**src/rtl/cpu_pkg.sv**
```systemverilog
// Shared CPU definitions: ALU operation codes, execute-stage states and default widths.
package cpu_pkg;

  localparam int DATA_W_DEF     = 32;
  localparam int REG_ADDR_W_DEF = 5;

  typedef enum logic [2:0] {
    ALU_ADD  = 3'd0,
    ALU_SUB  = 3'd1,
    ALU_AND  = 3'd2,
    ALU_OR   = 3'd3,
    ALU_SLT  = 3'd4,
    ALU_SLL  = 3'd5,
    ALU_MUL  = 3'd6,
    ALU_RSVD = 3'd7
  } alu_op_e;

  typedef enum logic [1:0] {
    ST_IDLE = 2'd0,
    ST_MUL  = 2'd1,
    ST_DONE = 2'd2
  } exec_state_e;

endpackage

```
**src/rtl/exec_alu.sv**
```systemverilog
// Combinational single-cycle ALU with zero flag. MUL and the reserved code both yield 0 here;
// the iterative multiplier lives in exec_stage.
module exec_alu
  import cpu_pkg::*;
#(
  parameter int DATA_W = DATA_W_DEF
) (
  input  logic [2:0]        aluOp,
  input  logic [DATA_W-1:0] a,
  input  logic [DATA_W-1:0] b,
  output logic [DATA_W-1:0] result,
  output logic              zero
);

  localparam int SHAMT_W = $clog2(DATA_W);

  always_comb begin
    result = '0;
    case (alu_op_e'(aluOp))
      ALU_ADD: result = a + b;
      ALU_SUB: result = a - b;
      ALU_AND: result = a & b;
      ALU_OR:  result = a | b;
      ALU_SLT: result = {{(DATA_W-1){1'b0}}, ($signed(a) < $signed(b))};
      ALU_SLL: result = a << b[SHAMT_W-1:0];
      default: result = '0;
    endcase
  end

  assign zero = (result == '0);

endmodule

```
**src/rtl/exec_stage.sv**
```systemverilog
// Registered execute stage: operand/destination select, ALU, valid/ready output register.
// Define EXEC_MUL_EN to add the iterative shift-add multiplier for alu_op 6.
module exec_stage
  import cpu_pkg::*;
#(
  parameter int DATA_W     = DATA_W_DEF,
  parameter int REG_ADDR_W = REG_ADDR_W_DEF
) (
  input  logic                  clk,
  input  logic                  rst,
  input  logic                  in_valid,
  output logic                  in_ready,
  input  logic [DATA_W-1:0]     rs_val,
  input  logic [DATA_W-1:0]     rt_val,
  input  logic [DATA_W-1:0]     imm_val,
  input  logic [REG_ADDR_W-1:0] rt_addr,
  input  logic [REG_ADDR_W-1:0] rd_addr,
  input  logic                  reg_dst,
  input  logic                  alu_src,
  input  logic [2:0]            alu_op,
  input  logic                  reg_write_in,
  input  logic                  mem_write_in,
  input  logic                  mem_to_reg_in,
  input  logic                  flush,
  output logic                  out_valid,
  input  logic                  out_ready,
  output logic [DATA_W-1:0]     out_result,
  output logic [DATA_W-1:0]     out_store_data,
  output logic [REG_ADDR_W-1:0] out_wreg,
  output logic                  out_reg_write,
  output logic                  out_mem_write,
  output logic                  out_mem_to_reg,
  output logic                  out_zero,
  output exec_state_e           dbg_state
);

  // Handshake: a transfer happens on any edge where valid && ready; in_ready never
  // depends on in_valid, and out_valid holds its data stable until out_ready.
  logic [DATA_W-1:0]     opB;
  logic [REG_ADDR_W-1:0] wregSel;
  logic [DATA_W-1:0]     aluResult;
  logic                  aluZero;
  logic                  outFree;
  logic                  accept;

  assign opB     = alu_src ? imm_val : rt_val;
  assign wregSel = reg_dst ? rd_addr : rt_addr;
  assign outFree = !out_valid || out_ready;
  assign accept  = in_valid && in_ready;

  exec_alu #(.DATA_W(DATA_W)) uAlu (
    .aluOp  (alu_op),
    .a      (rs_val),
    .b      (opB),
    .result (aluResult),
    .zero   (aluZero)
  );

`ifdef EXEC_MUL_EN
  localparam int CNT_W = $clog2(DATA_W) + 1;

  exec_state_e       state;
  logic [DATA_W-1:0] mulA;
  logic [DATA_W-1:0] mulB;
  logic [DATA_W-1:0] acc;
  logic [CNT_W-1:0]  mulCnt;
  logic              isMul;

  assign isMul     = (alu_op_e'(alu_op) == ALU_MUL);
  assign in_ready  = (state == ST_IDLE) && outFree && !flush;
  assign dbg_state = state;
`else
  assign in_ready  = outFree && !flush;
  assign dbg_state = ST_IDLE;
`endif

  always_ff @(posedge clk or negedge rst) begin
    if (!rst) begin
      out_valid      <= 1'b0;
      out_result     <= '0;
      out_store_data <= '0;
      out_wreg       <= '0;
      out_reg_write  <= 1'b0;
      out_mem_write  <= 1'b0;
      out_mem_to_reg <= 1'b0;
      out_zero       <= 1'b0;
`ifdef EXEC_MUL_EN
      state  <= ST_IDLE;
      mulA   <= '0;
      mulB   <= '0;
      acc    <= '0;
      mulCnt <= '0;
`endif
    end else if (flush) begin
      out_valid <= 1'b0;
`ifdef EXEC_MUL_EN
      state <= ST_IDLE;
`endif
    end else begin
      if (out_valid && out_ready) out_valid <= 1'b0;
      // Accept implies the previous result leaves this edge, so passthrough fields
      // may load immediately even for a multiply that finishes later.
      if (accept) begin
        out_store_data <= rt_val;
        out_wreg       <= wregSel;
        out_reg_write  <= reg_write_in;
        out_mem_write  <= mem_write_in;
        out_mem_to_reg <= mem_to_reg_in;
`ifdef EXEC_MUL_EN
        if (isMul) begin
          mulA   <= rs_val;
          mulB   <= opB;
          acc    <= '0;
          mulCnt <= CNT_W'(DATA_W);
          state  <= ST_MUL;
        end else
`endif
        begin
          out_result <= aluResult;
          out_zero   <= aluZero;
          out_valid  <= 1'b1;
        end
      end
`ifdef EXEC_MUL_EN
      case (state)
        ST_MUL: begin
          if (mulB[0]) acc <= acc + mulA;
          mulA   <= mulA << 1;
          mulB   <= mulB >> 1;
          mulCnt <= mulCnt - CNT_W'(1);
          if (mulCnt == CNT_W'(1)) state <= ST_DONE;
        end
        ST_DONE: begin
          if (outFree) begin
            out_result <= acc;
            out_zero   <= (acc == '0);
            out_valid  <= 1'b1;
            state      <= ST_IDLE;
          end
        end
        default: ;
      endcase
`endif
    end
  end

endmodule

```
**config.mk**
```make
export PLATFORM = sky130hd
export DESIGN_NAME = exec_stage
export DESIGN_NICKNAME = d
export VERILOG_FILES = /design/src/rtl/cpu_pkg.sv /design/src/rtl/exec_alu.sv /design/src/rtl/exec_stage.sv
export SDC_FILE = /design/constraint.sdc
export NUM_CORES = 1
export LEC_CHECK = 0
export ABC_AREA = 1
export ABC_CLOCK_PERIOD_IN_PS = 2600
export CORE_MARGIN = 2
export CORE_UTILIZATION = 35
export CTS_CLUSTER_DIAMETER = 60
export CTS_CLUSTER_SIZE = 28
export DETAILED_ROUTE_END_ITERATION = 10
export PLACE_DENSITY = 0.55
export SYNTH_ARGS = -nofsm -noshare
export SYNTH_HDL_FRONTEND = slang
export SYNTH_SLANG_ARGS = --single-unit
```
**constraint.sdc**
```tcl
create_clock -name clk -period 2.6 [get_ports clk]
set_input_delay 0.26 -clock clk [delete_from_list [all_inputs] [get_ports clk]]
set_output_delay 0.26 -clock clk [all_outputs]
set_load 0.02 [all_outputs]
```
==> flow_summary.rst, run 1 <==
.. list-table::
   :header-rows: 1

   * - Metric
     - Value
   * - Crit path from
     - imm_val[25]
   * - Area of the core
     - 32700 um^2
   * - Via count
     - 16800
   * - Required time at the worst-slack endpoint
     - 2.91 ns
   * - Setup violators final
     - 2
   * - Synth area leaders
     - sky130_fd_sc_hd__nand2_1, sky130_fd_sc_hd__dfrtp_1, sky130_fd_sc_hd__nand3_1, sky130_fd_sc_hd__ha_1, sky130_fd_sc_hd__inv_1
   * - Leak Pwr
     - 10.7 nW
   * - Total number of H-tree levels
     - 3
   * - Initial DRC count
     - around 1700
   * - Largest voltage drop on the vdd net
     - ~350 uV
   * - Count of antenna-violating nets left after detailed routing
     - 0
   * - Total die area
     - 34800 um^2
   * - Final Power
     - between 8 and 9 mW
   * - Total DRC errors in the routed layout
     - 0
   * - Power share of the combinational group
     - 67.0%
   * - Setup crit end kind
     - flop
   * - Sequential share of power
     - 17.0%
   * - Detailed Route WL
     - 62100 um
   * - Clock tree from TritonCTS
     - built
   * - Count of pins on the block boundary
     - 196
   * - Final number of max-transition violations
     - 0
   * - Maximum clock skew at final layout
     - ~0.014 ns
   * - Most frequently used flop master after synthesis
     - sky130_fd_sc_hd__dfrtp_1
   * - Endpoints failing hold
     - 0
   * - Worst setup path category
     - input port to flop
   * - Final total negative setup slack
     - -0.0906 ns
   * - Synth top area share
     - 25.2%
   * - Fmax
     - 0.373 GHz
   * - Row count
     - 66
   * - DP Area
     - 17300 um^2
   * - Aggregate global routing overflow
     - 0
   * - Run status
     - finished, violations left
   * - Share of final-layout standard cells stronger than drive strength 1
     - between 30% and 40%
   * - Effective utilization at floorplan
     - 35.7%
   * - Post-DR vias/cell
     - 5.19
   * - Post-synthesis cell count
     - 2158
   * - Clock Latency Late Sink
     - 0.37 ns
   * - Largest fanout of any net on the critical path
     - 6
   * - Measured slew at the worst slew-check pin
     - 0.906 ns
   * - Failing checks
     - setup timing
   * - Number of distinct library cells after synthesis
     - 40
   * - Switching Fraction
     - roughly 45%
   * - Worst Setup Start Kind
     - input port
   * - Horizontal die dimension
     - about 190 um
   * - Number of synthesized flops with an enable pin
     - 0
   * - Max Root-Sink Buffers
     - 2
   * - CTS sink count
     - between 70 and 80
   * - Summed instance area of the synthesized netlist
     - about 12000 um^2
   * - Via count of the first global-routing pass
     - roughly 16000
   * - FF-to-FF setup slack
     - 0.79 ns
   * - Die Height
     - 187 um
   * - Adder-Cell Fraction of Synth Area
     - 11.3%
   * - Worst endpoint data arrival time
     - around 3.0 ns
   * - Proportion of synthesized flip-flops having asynchronous set or reset
     - 100%
   * - Number of port buffers
     - 193
   * - Cts bufs inserted
     - 9
   * - Internal Pwr Total
     - 4.64 mW
   * - Warnings from Yosys
     - 0
   * - Final worst-path cycle share
     - 103%
   * - Length in cells of the worst reg-to-reg path
     - 15
   * - Half-perimeter wire length after detailed placement
     - 49500 um
   * - Share of the yosys chip area belonging to registers
     - 15.9%
   * - Max-cap violations
     - 0
   * - Relative slew margins
     - between 30% and 40%
   * - Worst hold path type
     - input port to flop
   * - Routed wire length per instance
     - 19.2 um
   * - Final design instance area without fill
     - 21000 um^2
   * - Worst-path clk slew
     - 0.07 ns
   * - Post-layout min period
     - between 2 and 3 ns
   * - Post-placement setup slack
     - -1.01 ns
   * - Number of flip-flops and latches in the synthesized netlist
     - 74
   * - Registers with the highest flip-flop counts
     - out_result x32, out_store_data x32, out_wreg x5
   * - Pwr/cell area
     - 404 nW/um^2
   * - Synth-to-layout area growth
     - 79.9%
   * - Mean area per synthesized cell
     - 5.40 um^2
   * - Top cells by count, synth
     - sky130_fd_sc_hd__nand2_1, sky130_fd_sc_hd__nand3_1, sky130_fd_sc_hd__inv_1, sky130_fd_sc_hd__nor2_1, sky130_fd_sc_hd__ha_1
   * - Pin count of the biggest net entering global routing
     - 92
   * - Clock power share
     - 16.0%
   * - Setup repair after global routing missed its margin
     - yes
   * - Final critical-path setup slack
     - -0.0827 ns
   * - Antenna violations before repair
     - 0
   * - Post-synthesis mux area share
     - 0%
   * - Main combinational cell family by area after synthesis
     - simple AND/OR/NAND/NOR gates
   * - Routability Congestion
     - 1.03
   * - Most instantiated library cell after synthesis
     - sky130_fd_sc_hd__nand2_1
   * - Post-Synth XOR/XNOR Area
     - 0%
   * - Synthesized-area fraction occupied by ao, oa, aoi and oai cells
     - 8.94%
   * - Number of search-and-repair iterations in the first detailed-routing pass
     - 6
   * - Number of diodes
     - 0
   * - Clock tree root buffer cell
     - sky130_fd_sc_hd__clkbuf_16
   * - End point of the critical path
     - out_zero$_DFFE_PN0P_
   * - Library cell occupying the most area in the post-synthesis netlist
     - sky130_fd_sc_hd__nand2_1
   * - Final net count
     - 3008
   * - Area share of and/or/nand/nor cells after synthesis
     - 50.4%
   * - Worst r2r dst
     - out_zero$_DFFE_PN0P_
   * - Reported net switching power
     - 3.84 mW
   * - Global-route wire length before repair
     - 91000 um
   * - Global-route usage over all layers
     - 34.0%
   * - Beginning of the worst register-to-register path
     - out_valid$_DFFE_PN0P_
==> what timing repair did <==
action / CTS / global route
cloned: 2 / 0
hold endpoints to repair: 42 / 0
gates resized for setup: 441 / 315
hold buffers: 1 / 0
buffers inserted: 47 / 26
endpoints found under the setup margin: 30 / 24
pin swaps: 163 / 164
==> layout make-up <==
cell class	count	area (um^2)
fill	3124	11700
multi-input combinational	1700	10800
timing repair buffer	707	6320
sequential	74	1850
inverter	293	1110
tap	442	553
clock buffer	9	225
clock inverter	7	85.1
==> worst min path at each step <==
stage / startpoint / end / slack (ns) / cells after the start
floorplan: rst / out_mem_to_reg$_DFFE_PN0P_ / -0.04 / 0
global route: rt_val[3] / out_store_data[3]$_DFFE_PN0P_ / 0.20 / 3
CTS: rt_val[5] / out_store_data[5]$_DFFE_PN0P_ / 0.29 / 3
global placement: rst / out_result[9]$_DFFE_PN0P_ / 0.30 / 1
finish: rt_val[3] / out_store_data[3]$_DFFE_PN0P_ / 0.17 / 3
detailed placement: rst / out_result[27]$_DFFE_PN0P_ / 0.31 / 1
==> cells by family after synthesis <==
| group | Yosys count |
|---|---|
| compound gates | 194 |
| fa+ha+maj | 104 |
| buf+inv | 385 |
| flops | 74 |
| other cells | 1 |
| simple gates | 1400 |
==> metrics by stage <==
stage	util, %	hold slack [ns]	cells
3_3_place_gp	53.1	0.296	3146
4_1_cts	60.3	0.295	3209
3_5_place_dp	53.1	0.306	3146
2_1_floorplan	-	-0.0356	2159
5_1_grt	64.1	0.204	3232
6_report	64.1	0.171	3232
==> power groups by stage <==
stage	clock network [mW]	registers (mW)	logic (mW)
finish	1.36	1.44	5.68
global route	1.45	1.47	6.02
CTS	1.39	1.44	5.14
detailed placement	0	1.46	4.47
global placement	0	1.46	4.45
floorplan	0	1.68	1.90
==> critical path, stage by stage <==
cell,delay (ns)
sky130_fd_sc_hd__clkdlybuf4s50_1,0.39
sky130_fd_sc_hd__or2_2,0.33
sky130_fd_sc_hd__o21ai_4,0.12
sky130_fd_sc_hd__ha_4,0.20
sky130_fd_sc_hd__buf_4,0.18
sky130_fd_sc_hd__nand2_1,0.10
sky130_fd_sc_hd__nor2_2,0.17
sky130_fd_sc_hd__nand2_2,0.11
sky130_fd_sc_hd__nor3_4,0.20
sky130_fd_sc_hd__nand2_2,0.12
sky130_fd_sc_hd__nand2_1,0.09
sky130_fd_sc_hd__nand2_1,0.06
sky130_fd_sc_hd__nand3_2,0.08
sky130_fd_sc_hd__nand3_2,0.10
sky130_fd_sc_hd__nor2_2,0.14
sky130_fd_sc_hd__nand2_1,0.07
sky130_fd_sc_hd__nor2_1,0.12
sky130_fd_sc_hd__nand3_1,0.08
sky130_fd_sc_hd__nand2_1,0.06
==> per-layer routing <==
metal  routed length, um  vias up  track usage (%)  part of all wire (%)
met4                2420        0             11.6                   3.9
met1               26900     7839             46.7                    43
met5                   0        -                0                     0
met3                5270      126             5.02                   8.5
met2               27500      791             54.5                    44
li1                    -     8028                -                     -
==> cells in the final DEF (no fill, tap or decap), drive strengths merged, types with 3 or more instances in the layout <==
cell type,count
ha,102
dfrtp,74
nand3,321
nand4,19
nand3b,8
o21bai,9
nand2,791
dlymetal6s2s,7
nor2,215
inv,296
o22ai,11
o21ai,88
clkdlybuf4s50,167
or2,28
nor4,3
dlygate4sd2,17
nor3,13
buf,514
a21oi,79
clkbuf,9
No activity file was read; power rests on OpenSTA's default activity.
==> run 2, diff against run 1 <==
CAP_MARGIN = 5   (was default)
CORE_MARGIN = default   (was 2)
GPL_TIMING_DRIVEN = 0   (was default)
==> flow_summary.rst, run 2 (synthesis gave the netlist of run 1 again) <==
.. list-table::
   :header-rows: 1

   * - Metric
     - Value
   * - CTS sink count
     - 74 (unchanged)
   * - Row count
     - 66 (unchanged)
   * - Worst endpoint data arrival time
     - 3.11 ns (+0.12 ns)
   * - Leak Pwr
     - 8.97 nW (-16%)
   * - Die Height
     - 185 um (-1.1%)
   * - Global-route usage over all layers
     - 36.1% (+2.1 points)
   * - Worst hold path endpoint
     - out_store_data[3]$_DFFE_PN0P_
   * - Total die area
     - 34000 um^2 (-2.1%)
   * - Beginning of the worst register-to-register path
     - out_valid$_DFFE_PN0P_
   * - Measured slew at the worst slew-check pin
     - 1.11 ns (+0.206 ns)
   * - Setup repair after global routing missed its margin
     - yes
   * - Share of final-layout standard cells stronger than drive strength 1
     - 27.3% (-11 points)
   * - Max Root-Sink Buffers
     - 2 (unchanged)
   * - Worst-path clk slew
     - 0.06 ns (about the same)
   * - CP most frequent cell
     - sky130_fd_sc_hd__nor2_4
   * - Cell at the slowest stage of the critical path
     - sky130_fd_sc_hd__o21ai_4
   * - Aggregate global routing overflow
     - 0 (unchanged)
   * - Run status
     - finished, violations left
   * - Global-route wire length before repair
     - 89300 um (-1.8%)
   * - Ordered cell list for the critical path
     - buf_8, buf_12, buf_12, clkbuf_16, o21ai_4, ha_4, inv_4, nand2_1, nand2_2, buf_4, a21oi_2, nand2_4, nor2_4, nor2_4, nor2_4, nand2_4, nor2_4, nand3_4, nor2_2, nand2_1, nor2_2, nand3_1, nand2_1
   * - Crit path from
     - alu_src
   * - Largest voltage drop on the vdd net
     - 387 uV (+12%)
   * - Final worst-path cycle share
     - 108% (+4.7 points)
   * - Cts bufs inserted
     - 9 (unchanged)
   * - Final number of max-transition violations
     - 0 (unchanged)
   * - Leading cell type in the layout, fill and taps excluded
     - sky130_fd_sc_hd__nand2_1
   * - Setup crit end kind
     - flop
   * - Antenna violations before repair
     - 1 (+1)
   * - Cell count of the worst hold path
     - 3 (unchanged)
   * - Count of pins on the block boundary
     - 196 (unchanged)
   * - Core Util, Final
     - 55.6% (-8.5 points)
   * - Worst Setup Start Kind
     - input port
   * - Via count of the first global-routing pass
     - 14700 (-7.1%)
   * - Final critical-path setup slack
     - -0.204 ns (-0.122 ns)
   * - Max-cap violations
     - 0 (unchanged)
   * - Initial DRC count
     - 1316 (-25%)
   * - Setup violators final
     - 4 (+2)
   * - Largest fanout of any net on the critical path
     - 8 (+2)
   * - Worst setup path category
     - input port to flop
   * - Clock tree root buffer cell
     - sky130_fd_sc_hd__clkbuf_16
   * - Worst Min Path Start
     - rt_val[3]
   * - Horizontal die dimension
     - 185 um (-1.1%)
   * - Clock tree from TritonCTS
     - built
   * - Area of the core
     - 32600 um^2 (-0.25%)
   * - Relative slew margins
     - 25.3% (-14 points)
   * - Post-layout min period
     - 2.80 ns (+0.122 ns)
   * - Commonest non-fill, non-tap cells in the layout
     - sky130_fd_sc_hd__nand2_1, sky130_fd_sc_hd__nand3_1, sky130_fd_sc_hd__inv_1
   * - Final Power
     - 7.63 mW (-10%)
   * - Total DRC errors in the routed layout
     - 0 (unchanged)
   * - Detailed Route WL
     - 61800 um (-0.43%)
   * - Worst r2r dst
     - out_zero$_DFFE_PN0P_
   * - Failing checks
     - setup timing
   * - Clock Latency Late Sink
     - 0.37 ns (about the same)
   * - Half-perimeter wire length after detailed placement
     - 49500 um (+0.11%)
   * - Final net count
     - 2676 (-11%)
   * - Required time at the worst-slack endpoint
     - 2.91 ns (about the same)
   * - Routability Congestion
     - 1.00 (-3.0%)
   * - Final standard cell count with taps included and fillers excluded
     - 2901 (-10%)
   * - Via count
     - 15500 (-7.5%)
   * - Endpoints failing hold
     - 0 (unchanged)
   * - Fmax
     - 0.357 GHz (-4.3%)
   * - Number of search-and-repair iterations in the first detailed-routing pass
     - 6 (unchanged)
   * - Synth-to-layout area growth
     - 55.5%
   * - Worst hold path type
     - input port to flop
   * - Total number of H-tree levels
     - 3 (unchanged)
   * - Number of port buffers
     - 192 (-0.52%)
   * - Maximum clock skew at final layout
     - 0.00724 ns (-0.00633 ns)
   * - Count of antenna-violating nets left after detailed routing
     - 0 (unchanged)
   * - Routed wire length per instance
     - 21.3 um (+11%)
   * - FF-to-FF setup slack
     - 0.64 ns (-0.15 ns)
   * - Length in cells of the worst reg-to-reg path
     - 15 (unchanged)
   * - Post-DR vias/cell
     - 5.35 (+3.1%)
   * - Hold WS
     - 0.212 ns (+0.0412 ns)
   * - Critical Path Max Stage Delay
     - 0.31 ns (-0.08 ns)
   * - Pin count of the biggest net entering global routing
     - 65 (-29%)
   * - Effective utilization at floorplan
     - 35.7% (+0.090 points)
   * - Cell count after placement
     - 2794 (-11%)
   * - Pwr/cell area
     - 421 nW/um^2 (+4.1%)
   * - Registers with the highest flip-flop counts
     - out_result x32, out_store_data x32, out_wreg x5
==> run 2: worst max-delay path: cells and delay by family <==
family	cells	cell delay, ns
AOI/OAI and AO/OA	2	0.46
adders and majority gates	1	0.31
buffers and inverters	6	0.76
and+or+nand+nor	14	1.29
==> run 2: metal layers <==
metal	vias up	wire length, um	global-route usage [%]	share of wire [%]
met1	7371	26300	47.3	43
met3	123	4790	6.24	7.8
met5	-	0	0	0
met4	0	3040	17.3	4.9
li1	7383	-	-	-
met2	651	27600	57.1	45
==> run 2: through the flow <==
step | area, um^2 | setup slack, ns | TNS (ns)
6_report | 18100 | -0.204 | -0.251
5_1_grt | 18100 | -0.361 | -1.34
4_1_cts | 16600 | -0.182 | -0.264
3_5_place_dp | 14500 | -1.83 | -41.08
3_3_place_gp | 14400 | -1.83 | -154.74
2_1_floorplan | 12000 | 0.000282 | 0
==> run 2: layout make-up <==
cell class	count	area, um^2
tap	442	553
multi-input combinational	1700	10600
inverter	293	1150
timing repair buffer	298	2940
fill	3278	14500
buffer	77	688
antenna	1	2.50
sequential	74	1850
clock buffer	11	253
clock inverter	5	62.6
==> run 2: where the power goes <==
group	internal [mW]	total (mW)	switching [mW]
logic	1.89	4.83	2.95
registers	1.34	1.45	0.111
clock network	0.798	1.35	0.550
total	4.02	7.63	3.61
==> run 2: repair_timing <==
action	4_1_cts	5_1_grt
hold buffers	1	0
pin swaps	89	157
setup endpoints to repair	33	27
endpoints found under the hold margin	10	0
gates resized for setup	370	352
gates cloned	5	1
buffers inserted	44	54
==> run 2: worst max path at each step <==
stage,slack [ns],end,cells past startpoint
final,-0.20,out_zero$_DFFE_PN0P_,23
after detailed placement,-1.83,out_zero$_DFFE_PN0P_,22
after CTS,-0.18,out_zero$_DFFE_PN0P_,24
after floorplan,0.0003,out_zero$_DFFE_PN0P_,24
after global placement,-1.83,out_zero$_DFFE_PN0P_,22
after global routing,-0.36,out_zero$_DFFE_PN0P_,22
